[config.mk]
export PLATFORM = sky130hd
export DESIGN_NAME = adc_sample_router
export DESIGN_NICKNAME = d
export VERILOG_FILES = /design/src/rtl/pid_pkg.sv /design/src/rtl/sync_fifo.sv /design/src/rtl/adc_sample_router.sv
export SDC_FILE = /design/constraint.sdc
export NUM_CORES = 1
export LEC_CHECK = 0
export CAP_MARGIN = 10
export CORE_ASPECT_RATIO = 2
export CORE_MARGIN = 2
export CORE_UTILIZATION = 47
export DETAILED_ROUTE_END_ITERATION = 8
export HOLD_SLACK_MARGIN = 0.05
export PLACE_DENSITY = 0.65
export SKIP_LAST_GASP = 1
export SYNTH_ARGS = -nofsm -noshare
export SYNTH_HDL_FRONTEND = slang
export SYNTH_HIERARCHICAL = 1
export SYNTH_SLANG_ARGS = --single-unit
[constraint.sdc]
create_clock -name clk_in -period 5.4 [get_ports clk_in]
set_input_delay 0.81 -clock clk_in [delete_from_list [all_inputs] [get_ports clk_in]]
set_output_delay 0.81 -clock clk_in [all_outputs]
set_load 0.005 [all_outputs]
[src/rtl/pid_pkg.sv]
`default_nettype none
// +----------------------------------------------------------------------------+
// | Package   : pid_pkg                                                        |
// | Purpose   : Shared definitions for the ADC -> PID sample path: default     |
// |             sample/channel/FIFO sizes, router FSM state encoding and the   |
// |             {chan, sample} FIFO entry layout.                              |
// | Revision  : 1.0 - initial release                                          |
// +----------------------------------------------------------------------------+
package pid_pkg;

   localparam int W_IN_DEF       = 18;
   localparam int N_CHAN_DEF     = 8;
   localparam int FIFO_DEPTH_DEF = 16;
   localparam int W_CHAN_DEF     = $clog2(N_CHAN_DEF);

   // Router sequencing: a captured A/B pair is written as A then B.
   typedef enum logic [1:0] {
      IDLE   = 2'd0,
      PUSH_A = 2'd1,
      PUSH_B = 2'd2
   } router_state_e;

   // FIFO entry layout for the default build: channel index in the MSBs.
   typedef struct packed {
      logic [W_CHAN_DEF-1:0]      chan;
      logic signed [W_IN_DEF-1:0] sample;
   } fifo_entry_t;

endpackage : pid_pkg
`default_nettype wire

[src/rtl/sync_fifo.sv]
`default_nettype none
// +----------------------------------------------------------------------------+
// | Module    : sync_fifo                                                      |
// | Purpose   : Single-clock first-word fall-through FIFO. The head entry is   |
// |             presented on rdata_out whenever empty_out is low.              |
// | Ports     : clk_in, n_reset_in (async, active low)                         |
// |             push_in/wdata_in  - write request (ignored when full)          |
// |             pop_in            - read request (ignored when empty)          |
// |             rdata_out         - head entry, zero when empty                |
// |             full_out, empty_out, level_out (occupancy, extra bit)          |
// | Revision  : 1.0 - initial release                                          |
// +----------------------------------------------------------------------------+
module sync_fifo #(
   parameter int WIDTH = 21,
   parameter int DEPTH = 16,
   localparam int AW   = $clog2(DEPTH)
) (
   input  logic             clk_in,
   input  logic             n_reset_in,
   input  logic             push_in,
   input  logic [WIDTH-1:0] wdata_in,
   input  logic             pop_in,
   output logic [WIDTH-1:0] rdata_out,
   output logic             full_out,
   output logic             empty_out,
   output logic [AW:0]      level_out
);

   logic [AW:0]      wr_ptr_q, wr_ptr_d;
   logic [AW:0]      rd_ptr_q, rd_ptr_d;
   logic [WIDTH-1:0] mem_q [DEPTH];
   logic             do_push;
   logic             do_pop;

   // Pointers carry one extra bit so full and empty are distinguishable.
   always_comb begin
      level_out = wr_ptr_q - rd_ptr_q;
      full_out  = (level_out == (AW+1)'(DEPTH));
      empty_out = (level_out == '0);
      // Full is judged on the pre-pop occupancy: a push at full is refused
      // even if a pop happens in the same cycle.
      do_push   = push_in & ~full_out;
      do_pop    = pop_in & ~empty_out;
      wr_ptr_d  = wr_ptr_q + {{AW{1'b0}}, do_push};
      rd_ptr_d  = rd_ptr_q + {{AW{1'b0}}, do_pop};
      rdata_out = empty_out ? '0 : mem_q[rd_ptr_q[AW-1:0]];
   end

   always_ff @(posedge clk_in or negedge n_reset_in) begin
      if (!n_reset_in) begin
         wr_ptr_q <= '0;
         rd_ptr_q <= '0;
      end else begin
         wr_ptr_q <= wr_ptr_d;
         rd_ptr_q <= rd_ptr_d;
      end
   end

   // Storage needs no reset: entries are only observable once written.
   always_ff @(posedge clk_in) begin
      if (do_push) begin
         mem_q[wr_ptr_q[AW-1:0]] <= wdata_in;
      end
   end

endmodule : sync_fifo
`default_nettype wire

[src/rtl/adc_sample_router.sv]
`default_nettype none
// +----------------------------------------------------------------------------+
// | Module    : adc_sample_router                                              |
// | Purpose   : Captures the A/B sample words on each ADC data-valid strobe,   |
// |             serialises the pair and queues {channel, sample} in a FWFT     |
// |             FIFO towards the PID core. Applies a channel-enable mask       |
// |             latched on update_in rising edges and pulses overflow_out for  |
// |             every sample lost to backpressure or a colliding strobe.       |
// | Ports     : clk_in, n_reset_in (async, active low)                         |
// |             data_valid_in[N_CHAN], data_a_in, data_b_in - ADC capture side |
// |             update_in, chan_en_in[N_CHAN]              - front panel       |
// |             data_out, chan_out, data_valid_out, data_ready_in - stream     |
// |             fifo_level_out, overflow_out               - status            |
// |             drop_count_out[16] (only with ROUTER_DROP_CNT_EN defined)      |
// | Config    : `define ROUTER_DROP_CNT_EN adds the saturating drop counter.   |
// | Revision  : 1.0 - initial release                                          |
// +----------------------------------------------------------------------------+
module adc_sample_router
   import pid_pkg::*;
#(
   parameter int W_IN       = W_IN_DEF,
   parameter int N_CHAN     = N_CHAN_DEF,
   parameter int FIFO_DEPTH = FIFO_DEPTH_DEF,
   localparam int W_CHAN    = $clog2(N_CHAN),
   localparam int W_LVL     = $clog2(FIFO_DEPTH) + 1
) (
   input  logic                     clk_in,
   input  logic                     n_reset_in,
   input  logic [N_CHAN-1:0]        data_valid_in,
   input  logic signed [W_IN-1:0]   data_a_in,
   input  logic signed [W_IN-1:0]   data_b_in,
   input  logic                     update_in,
   input  logic [N_CHAN-1:0]        chan_en_in,
   output logic signed [W_IN-1:0]   data_out,
   output logic [W_CHAN-1:0]        chan_out,
   output logic                     data_valid_out,
   input  logic                     data_ready_in,
   output logic [W_LVL-1:0]         fifo_level_out,
   output logic                     overflow_out
`ifdef ROUTER_DROP_CNT_EN
   ,
   output logic [15:0]              drop_count_out
`endif
);

   localparam int N_HALF = N_CHAN / 2;
   localparam int W_ENT  = W_CHAN + W_IN;

   router_state_e            state_q, state_d;
   logic signed [W_IN-1:0]   hold_a_q, hold_a_d;
   logic signed [W_IN-1:0]   hold_b_q, hold_b_d;
   logic [W_CHAN-1:0]        idx_q, idx_d;
   logic [N_CHAN-1:0]        mask_q, mask_d;
   logic                     update_q, update_d;
   logic                     overflow_q, overflow_d;

   logic                     strobe;
   logic [W_CHAN-1:0]        strobe_idx;
   logic                     update_rise;
   logic                     push_req;
   logic [W_CHAN-1:0]        push_chan;
   logic signed [W_IN-1:0]   push_data;
   logic                     push_en;
   logic                     full_drop;
   logic                     strobe_drop;
   logic                     fifo_push;
   logic                     fifo_full;
   logic                     fifo_empty;
   logic [W_ENT-1:0]         fifo_rdata;
   logic [W_LVL-1:0]         fifo_level;

   // The upper half of the strobe mirrors the lower half (port B side of the
   // same conversion), so only the lower half drives capture.
   logic                     unused_upper_valid;
   assign unused_upper_valid = ^data_valid_in[N_CHAN-1:N_HALF];

   // Strobe detection and lowest-set-bit channel index of the lower half.
   always_comb begin
      strobe     = |data_valid_in[N_HALF-1:0];
      strobe_idx = '0;
      for (int i = N_HALF - 1; i >= 0; i--) begin
         if (data_valid_in[i]) begin
            strobe_idx = W_CHAN'(i);
         end
      end
   end

   // Front-panel mask: registered edge detect, new mask used from the next cycle.
   always_comb begin
      update_d    = update_in;
      update_rise = update_in & ~update_q;
      mask_d      = update_rise ? chan_en_in : mask_q;
   end

   // Pair sequencer: next state, capture and write request.
   always_comb begin
      state_d     = state_q;
      hold_a_d    = hold_a_q;
      hold_b_d    = hold_b_q;
      idx_d       = idx_q;
      push_req    = 1'b0;
      push_chan   = idx_q;
      push_data   = hold_a_q;
      strobe_drop = 1'b0;

      case (state_q)
         IDLE: begin
            if (strobe) begin
               state_d = PUSH_A;
            end
         end
         PUSH_A: begin
            push_req  = 1'b1;
            push_chan = idx_q;
            push_data = hold_a_q;
            state_d   = PUSH_B;
            // Capture registers still hold the B word of this pair, so a new
            // strobe here cannot be taken.
            strobe_drop = strobe;
         end
         PUSH_B: begin
            push_req  = 1'b1;
            push_chan = idx_q + W_CHAN'(N_HALF);
            push_data = hold_b_q;
            state_d   = strobe ? PUSH_A : IDLE;
         end
         default: begin
            state_d = IDLE;
         end
      endcase

      // A new pair may overwrite the holds in the same edge that B is written.
      if (strobe && (state_q != PUSH_A)) begin
         hold_a_d = data_a_in;
         hold_b_d = data_b_in;
         idx_d    = strobe_idx;
      end
   end

   // Disabled channels are silently skipped; enabled ones drop only when full.
   always_comb begin
      push_en    = push_req & mask_q[push_chan];
      fifo_push  = push_en & ~fifo_full;
      full_drop  = push_en & fifo_full;
      overflow_d = full_drop | strobe_drop;
   end

   always_ff @(posedge clk_in or negedge n_reset_in) begin
      if (!n_reset_in) begin
         state_q    <= IDLE;
         hold_a_q   <= '0;
         hold_b_q   <= '0;
         idx_q      <= '0;
         mask_q     <= '1;
         update_q   <= 1'b0;
         overflow_q <= 1'b0;
      end else begin
         state_q    <= state_d;
         hold_a_q   <= hold_a_d;
         hold_b_q   <= hold_b_d;
         idx_q      <= idx_d;
         mask_q     <= mask_d;
         update_q   <= update_d;
         overflow_q <= overflow_d;
      end
   end

   sync_fifo #(
      .WIDTH (W_ENT),
      .DEPTH (FIFO_DEPTH)
   ) u_fifo (
      .clk_in     (clk_in),
      .n_reset_in (n_reset_in),
      .push_in    (fifo_push),
      .wdata_in   ({push_chan, push_data}),
      .pop_in     (data_ready_in),
      .rdata_out  (fifo_rdata),
      .full_out   (fifo_full),
      .empty_out  (fifo_empty),
      .level_out  (fifo_level)
   );

   always_comb begin
      chan_out       = fifo_rdata[W_ENT-1:W_IN];
      data_out       = fifo_rdata[W_IN-1:0];
      data_valid_out = ~fifo_empty;
      fifo_level_out = fifo_level;
      overflow_out   = overflow_q;
   end

`ifdef ROUTER_DROP_CNT_EN
   // A PUSH_A cycle can lose both a colliding strobe and a full-FIFO write,
   // so the increment is 0..2.
   logic [15:0] drop_cnt_q, drop_cnt_d;
   logic [16:0] drop_sum;

   always_comb begin
      drop_sum = {1'b0, drop_cnt_q} + {15'd0, full_drop} + {15'd0, strobe_drop};
      if (update_rise) begin
         drop_cnt_d = '0;
      end else if (drop_sum[16]) begin
         drop_cnt_d = 16'hFFFF;
      end else begin
         drop_cnt_d = drop_sum[15:0];
      end
   end

   always_ff @(posedge clk_in or negedge n_reset_in) begin
      if (!n_reset_in) begin
         drop_cnt_q <= '0;
      end else begin
         drop_cnt_q <= drop_cnt_d;
      end
   end

   assign drop_count_out = drop_cnt_q;
`else
   // Drop tally not built; overflow_out alone reports lost samples.
`endif

endmodule : adc_sample_router
`default_nettype wire

==> results.py, run 1 <==
metrics = {
    "power": {
        "power_mw": 10.7,
        "p_sw_frac": 0.322,
        "switching_power_mw": 3.43,
        "power.density_nw_per_um2": 589,
        "combPwrFrac": 0.362,
        "p_clk_frac": 0.212,
        "internal_power_mw": 7.22,
        "leakage_nw": 5.95,
        "seq_power_share": 0.426,
        "peakVddDrop_mv": 0.469,
    },
    "logic_synthesis": {
        "syn_inst": 768,
        "postSynthAreaPerCell_um2": 20.4,
        "synth-compound-area-share": 0.0354,
        "synth-xor-area-share": 0.00503,
        "synth_top_family_by_area": "multiplexers",
        "synth_adder_area_share": 0.0109,
        "ys_seq_elements": 396,
        "yosys.area_share.simple": 0.0231,
        "netlist-cell-type-count": 41,
        "netlist_area_um2": 15700,
        "yosysSeqAreaShare": 0.740,
        "syn_nets": 837,
        "yosysWarnings": 6,
        "muxShareOfSynthArea": 0.169,
    },
    "die": {
        "dieArea_um2": 34900,
        "die_h_um": 262,
        "initial_core_util": 0.476,
        "rows": 94,
        "fp.dieW_um": 133,
        "design.core.area_um2": 32900,
        "ios": 84,
    },
    "sta": {
        "setup_ws_ns": 0.701,
        "setup_viol": 0,
        "min_period_ns": 4.70,
        "period_share": 0.870,
        "max_slew.worst_pin.slew_ns": 1.03,
        "skew_ns": 0.0150,
        "drv_slew": 0,
        "hold_viol": 0,
        "rsz0062_at_grt": "no",
        "slew_headroom": 0.314,
        "worst_hold_slack_ns": 0.446,
        "finalSetupTns_ns": 0,
        "timing.fmax_ghz": 0.213,
    },
    "critical_path": {
        "r2r_start": "u_fifo/wr_ptr_q[1]$_DFF_PN0_",
        "startpoint_type": "flop",
        "critPathCaptureType": "primary output",
        "path_cells": "inv_1 -> fa_1 -> inv_1 -> nor4_1 -> nand3_1 -> a22oi_2 -> buf_4 -> buf_4 -> a21oi_1 -> clkdlybuf4s50_1",
        "crit_fanout": 13,
        "cp_slowest_cell": "fa_1",
        "max_stage_delay_ns": 0.62,
        "critical_path_class": "flop to primary output",
        "cp-startpoint": "u_fifo/wr_ptr_q[1]$_DFF_PN0_",
        "cp_num_buf_inv": 5,
        "critPathRequiredTime_ns": 4.59,
        "path_delay_family": "buffers and inverters",
        "critPathArrivalTime_ns": 3.89,
    },
    "global_route": {
        "antenna_found_initial": 0,
        "grt_max_degree": 86,
        "grt_use_total": 0.203,
        "overflow": 0,
        "grt_pass1_vias": 8414,
        "grt_first_pass_wirelength_um": 51900,
    },
    "cts": {
        "cts_tree": "done",
        "holdBufCountCts": 0,
        "cts_buffers": 34,
        "root_buffer": "clkbuf_16",
        "clock_tree.buffer_depth": 3,
        "cts_num_sinks": 396,
        "cts_resized": 0,
        "path_clk_slew_ns": 0.07,
        "postCtsSetupRepairBufs": 0,
        "htreeDepth": 2,
        "clk_latency_ns": 0.52,
    },
    "route": {
        "drc": 0,
        "avgViaCountPerCell": 5.83,
        "routed_wl_um": 34500,
        "post_drt_wl_per_cell_um": 25.9,
        "dr.pass1.iters": 5,
        "detail-route-antenna-nets": 0,
        "dr_total_vias": 7752,
        "drt_iter0_drc": 641,
    },
    "outcome": {
        "outcome": "finished, final reports clean",
    },
    "flow_run": {
        "timing.max_cap.violations": 0,
    },
    "layout": {
        "layout_common_cells": "edfxtp_1 (336), mux4_2 (84), clkdlybuf4s50_1 (78)",
        "final_common_cell": "edfxtp_1",
        "diodes": 0,
        "final_area_um2": 18100,
        "layout.nets": 943,
        "syn_to_final_growth_pct": 15.5,
        "drive_gt1_frac": 0.286,
        "layoutNonFillerInstCount": 1330,
        "utilization": 0.550,
    },
    "placed_design": {
        "placed_area_um2": 17100,
        "place_ws_ns": 1.24,
        "dpl.cell_count": 1270,
        "place.gp.congestion": 0.717,
        "hpwl_um": 20700,
        "numPortBuffers": 79,
    },
    "hold_path": {
        "hold_path_class": "primary input to async pin",
    },
}
[synthesized netlist by cell type (all sizes together)]
library cell | n | area [um^2]
o21ai | 6 | 30.0
nand3 | 16 | 80.1
and2 | 1 | 6.26
xor2 | 4 | 35.0
o22a | 1 | 8.76
o21bai | 1 | 7.51
edfxtp | 336 | 10100
buf | 21 | 144
mux2 | 65 | 732
a21oi | 22 | 110
ha | 12 | 150
a21o | 1 | 7.51
or3 | 1 | 11.3
nor2 | 23 | 88.8
clkbuf | 17 | 73.8
o32ai | 2 | 17.5
nand2b | 2 | 12.5
nand2 | 6 | 22.5
dfstp | 8 | 210
dfrtp | 52 | 1300
mux4 | 84 | 1890
xnor2 | 5 | 43.8
mux2i | 2 | 20.0
nor4 | 3 | 33.8
nor2b | 7 | 51.3
o21a | 2 | 15.0
nand4b | 1 | 8.76
a22oi | 44 | 349
inv | 12 | 45.0
a2bb2o | 1 | 10.0
fa | 1 | 20.0
nor3 | 8 | 40.0
nand3b | 1 | 7.51
[per-layer routing]
layer / GRT usage / wire, um / vias up
met5: 0 / 0 / -
met4: 0.0653 / 955 / 0
met3: 0.0251 / 1360 / 59
met2: 0.383 / 19700 / 210
met1: 0.239 / 12500 / 4141
li1: - / - / 3342
[cell type report]
class | count | area (um^2)
inverters | 12 | 45.0
repair buffers | 108 | 1030
flip-flops and latches | 396 | 11600
clock buffers | 47 | 921
clock inverters | 13 | 73.8
multi-input cells | 322 | 3890
well taps | 432 | 541
fillers | 2610 | 14800
[cell families (layout without fill, tap and decap cells)]
group,Yosys count,in the layout
flops,396,396
mux,151,151
compound gates,80,80
simple gates,69,69
buf+inv,50,180
fa+ha+maj,13,13
xor+xnor,9,9
[power groups by stage]
| stage | combinational, mW | clock [mW] | sequential (mW) |
|---|---|---|---|
| detailed placement | 3.94 | 0 | 4.62 |
| global placement | 3.88 | 0 | 4.59 |
| CTS | 3.96 | 2.31 | 4.55 |
| global route | 4.17 | 2.40 | 4.60 |
| finish | 3.86 | 2.26 | 4.54 |
| floorplan | 2.43 | 0 | 4.48 |
[worst paths after layout]
| check | endpoint | slack, ns | cells past startpoint |
|---|---|---|---|
| max in group asynchronous | u_fifo/rd_ptr_q[0]$_DFF_PN0_ | 4.37 | 2 |
| max reg2reg | u_fifo/mem_q[13][12]$_DFFE_PP_ | 1.27 | 11 |
| min | u_fifo/rd_ptr_q[4]$_DFF_PN0_ | 0.45 | 2 |
| min reg2reg | u_fifo/rd_ptr_q[4]$_DFF_PN0_ | 0.50 | 1 |
| max | data_out[0] | 0.70 | 10 |
| min in group clk_in | u_fifo/rd_ptr_q[4]$_DFF_PN0_ | 0.50 | 1 |
[flip-flops by register name, indices dropped and copies added, names as in the netlist]
name	cells
u_fifo/mem_q	336
overflow_out	1
hold_a_q	18
u_fifo/wr_ptr_q	5
hold_b_q	18
u_fifo/rd_ptr_q	5
state_q	2
idx_q	2
update_q	1
mask_q	8
Note: power is estimated with default switching activity, not from simulation.
==> inputs of run 2 (changes only) <==
Settings changed: CORE_UTILIZATION 47 to 45, PLACE_DENSITY 0.65 to default.
Clock period 5.4 ns to 5.13 ns, I/O delays scaled along.
==> run 2 against run 1 <==
  * Critical endpoint is now data_out[13]
  * Sequential power is 7.0% higher
  * Sequential share of layout area is 0.28 points lower
  * Largest power group unchanged
  * Via count is 0.80% lower
==> results.py, run 2 (synthesis gave the netlist of run 1 again) <==
metrics = {
    "power": {
        "power.density_nw_per_um2": 631,
        "leakage_nw": 5.99,
        "peakVddDrop_mv": 0.595,
    },
    "global_route": {
        "grt_max_degree": 61,
        "overflow": 0,
        "antenna_found_initial": 0,
        "grt_pass1_vias": 8760,
        "grt_first_pass_wirelength_um": 53100,
        "grt_use_total": 0.203,
    },
    "die": {
        "ios": 84,
        "fp.dieW_um": 136,
        "dieArea_um2": 36400,
        "initial_core_util": 0.456,
        "die_h_um": 268,
        "design.core.area_um2": 34400,
        "rows": 96,
    },
    "outcome": {
        "outcome": "finished, final reports clean",
    },
    "layout": {
        "final_common_cell": "edfxtp_1",
        "largest_reg_flops": 336,
        "layout_common_cells": "edfxtp_1 (336), mux4_2 (84), clkdlybuf4s50_1 (78)",
        "layout.nets": 944,
        "diodes": 0,
        "layoutNonFillerInstCount": 1342,
        "syn_to_final_growth_pct": 16.0,
        "utilization": 0.529,
        "drive_gt1_frac": 0.285,
    },
    "sta": {
        "timing.fmax_ghz": 0.212,
        "hold_viol": 0,
        "slew_headroom": 0.340,
        "period_share": 0.919,
        "max_slew.worst_pin.slew_ns": 0.987,
        "rsz0062_at_grt": "no",
        "finalSetupTns_ns": 0,
        "setup_viol": 0,
        "skew_ns": 0.0195,
        "min_period_ns": 4.71,
        "drv_slew": 0,
    },
    "critical_path": {
        "path_cells": "ha_1 -> fa_1 -> inv_1 -> nor4_1 -> nand3_1 -> a22oi_2 -> buf_4 -> a21oi_1 -> clkdlybuf4s50_1",
        "startpoint_type": "flop",
        "critPathCaptureType": "primary output",
        "cp_slowest_cell": "dfrtp_4",
        "crit_fanout": 30,
        "critical_path_class": "flop to primary output",
        "critPathRequiredTime_ns": 4.36,
        "max_stage_delay_ns": 0.72,
        "critPathArrivalTime_ns": 3.95,
    },
    "placed_design": {
        "numPortBuffers": 79,
        "place.gp.congestion": 0.810,
        "hpwl_um": 22100,
        "dpl.cell_count": 1279,
    },
    "route": {
        "routed_wl_um": 35300,
        "post_drt_wl_per_cell_um": 26.3,
        "drc": 0,
        "detail-route-antenna-nets": 0,
        "dr_total_vias": 7690,
        "drt_iter0_drc": 460,
        "dr.pass1.iters": 4,
        "avgViaCountPerCell": 5.73,
    },
    "cts": {
        "clock_tree.buffer_depth": 3,
        "postCtsSetupRepairBufs": 0,
        "clk_latency_ns": 0.52,
        "cts_num_sinks": 396,
        "path_clk_slew_ns": 0.07,
        "root_buffer": "clkbuf_16",
        "htreeDepth": 2,
        "cts_buffers": 35,
        "cts_resized": 0,
        "holdBufCountCts": 0,
        "cts_tree": "done",
    },
    "flow_run": {
        "timing.max_cap.violations": 0,
    },
    "hold_path": {
        "hold_path_class": "primary input to async pin",
    },
}
## run 2: where the power goes
part | leakage, nW | switching (mW) | internal, mW
combinational | 1.74 | 2.24 | 1.81
sequential | 3.73 | 0.349 | 4.51
clock | 0.526 | 1.13 | 1.44
## run 2: final timing paths
kind	startpoint	endpoint	slack [ns]	cells after the start
max in group asynchronous	n_reset_in	u_fifo/rd_ptr_q[0]$_DFF_PN0_	4.18	2
worst min-delay path	n_reset_in	u_fifo/wr_ptr_q[4]$_DFF_PN0_	0.39	2
worst min register to register	u_fifo/wr_ptr_q[4]$_DFF_PN0_	u_fifo/wr_ptr_q[4]$_DFF_PN0_	0.50	1
worst max-delay path	u_fifo/rd_ptr_q[0]$_DFF_PN0_	data_out[13]	0.42	9
min in group clk_in	u_fifo/wr_ptr_q[4]$_DFF_PN0_	u_fifo/wr_ptr_q[4]$_DFF_PN0_	0.50	1
worst max register to register	u_fifo/rd_ptr_q[0]$_DFF_PN0_	u_fifo/mem_q[3][18]$_DFFE_PP_	1.18	11
## run 2: per-layer routing
| metal | up-vias | global-route usage | wire length (um) |
|---|---|---|---|
| met5 | - | 0 | 0 |
| li1 | 3338 | - | - |
| met1 | 4108 | 0.208 | 11800 |
| met4 | 0 | 0.0726 | 1110 |
| met3 | 52 | 0.0221 | 1160 |
| met2 | 192 | 0.410 | 21200 |
## run 2: final cells by class
| cell class | instances | area (um^2) |
|---|---|---|
| Clock buffer | 48 | 977 |
| Clock inverter | 15 | 121 |
| Fill cell | 2732 | 16200 |
| Inverter | 12 | 45.0 |
| Multi-Input combinational cell | 322 | 3880 |
| Sequential cell | 396 | 11600 |
| Tap cell | 441 | 552 |
| Timing Repair Buffer | 108 | 1000 |
## run 2: stage by stage
stage	hold slack [ns]	setup WS (ns)	total power, mW	cell area (um^2)
4_1_cts	0.401	0.394	11.6	18200
5_1_grt	0.446	0.292	12.0	18200
3_5_place_dp	0.492	0.975	9.06	17100
2_1_floorplan	0.464	0.173	7.28	15700
6_report	0.393	0.415	11.5	18200
3_3_place_gp	0.477	1.01	8.89	17100
## run 2: worst max-delay path, delay by kind of cell, from the launching register on
family | cells | cell delay, ns
AOI/OAI and AO/OA | 2 | 0.37
and+or+nand+nor | 2 | 0.55
DFF | 1 | 0.72
adders and majority gates | 2 | 0.84
buffers and inverters | 3 | 0.91
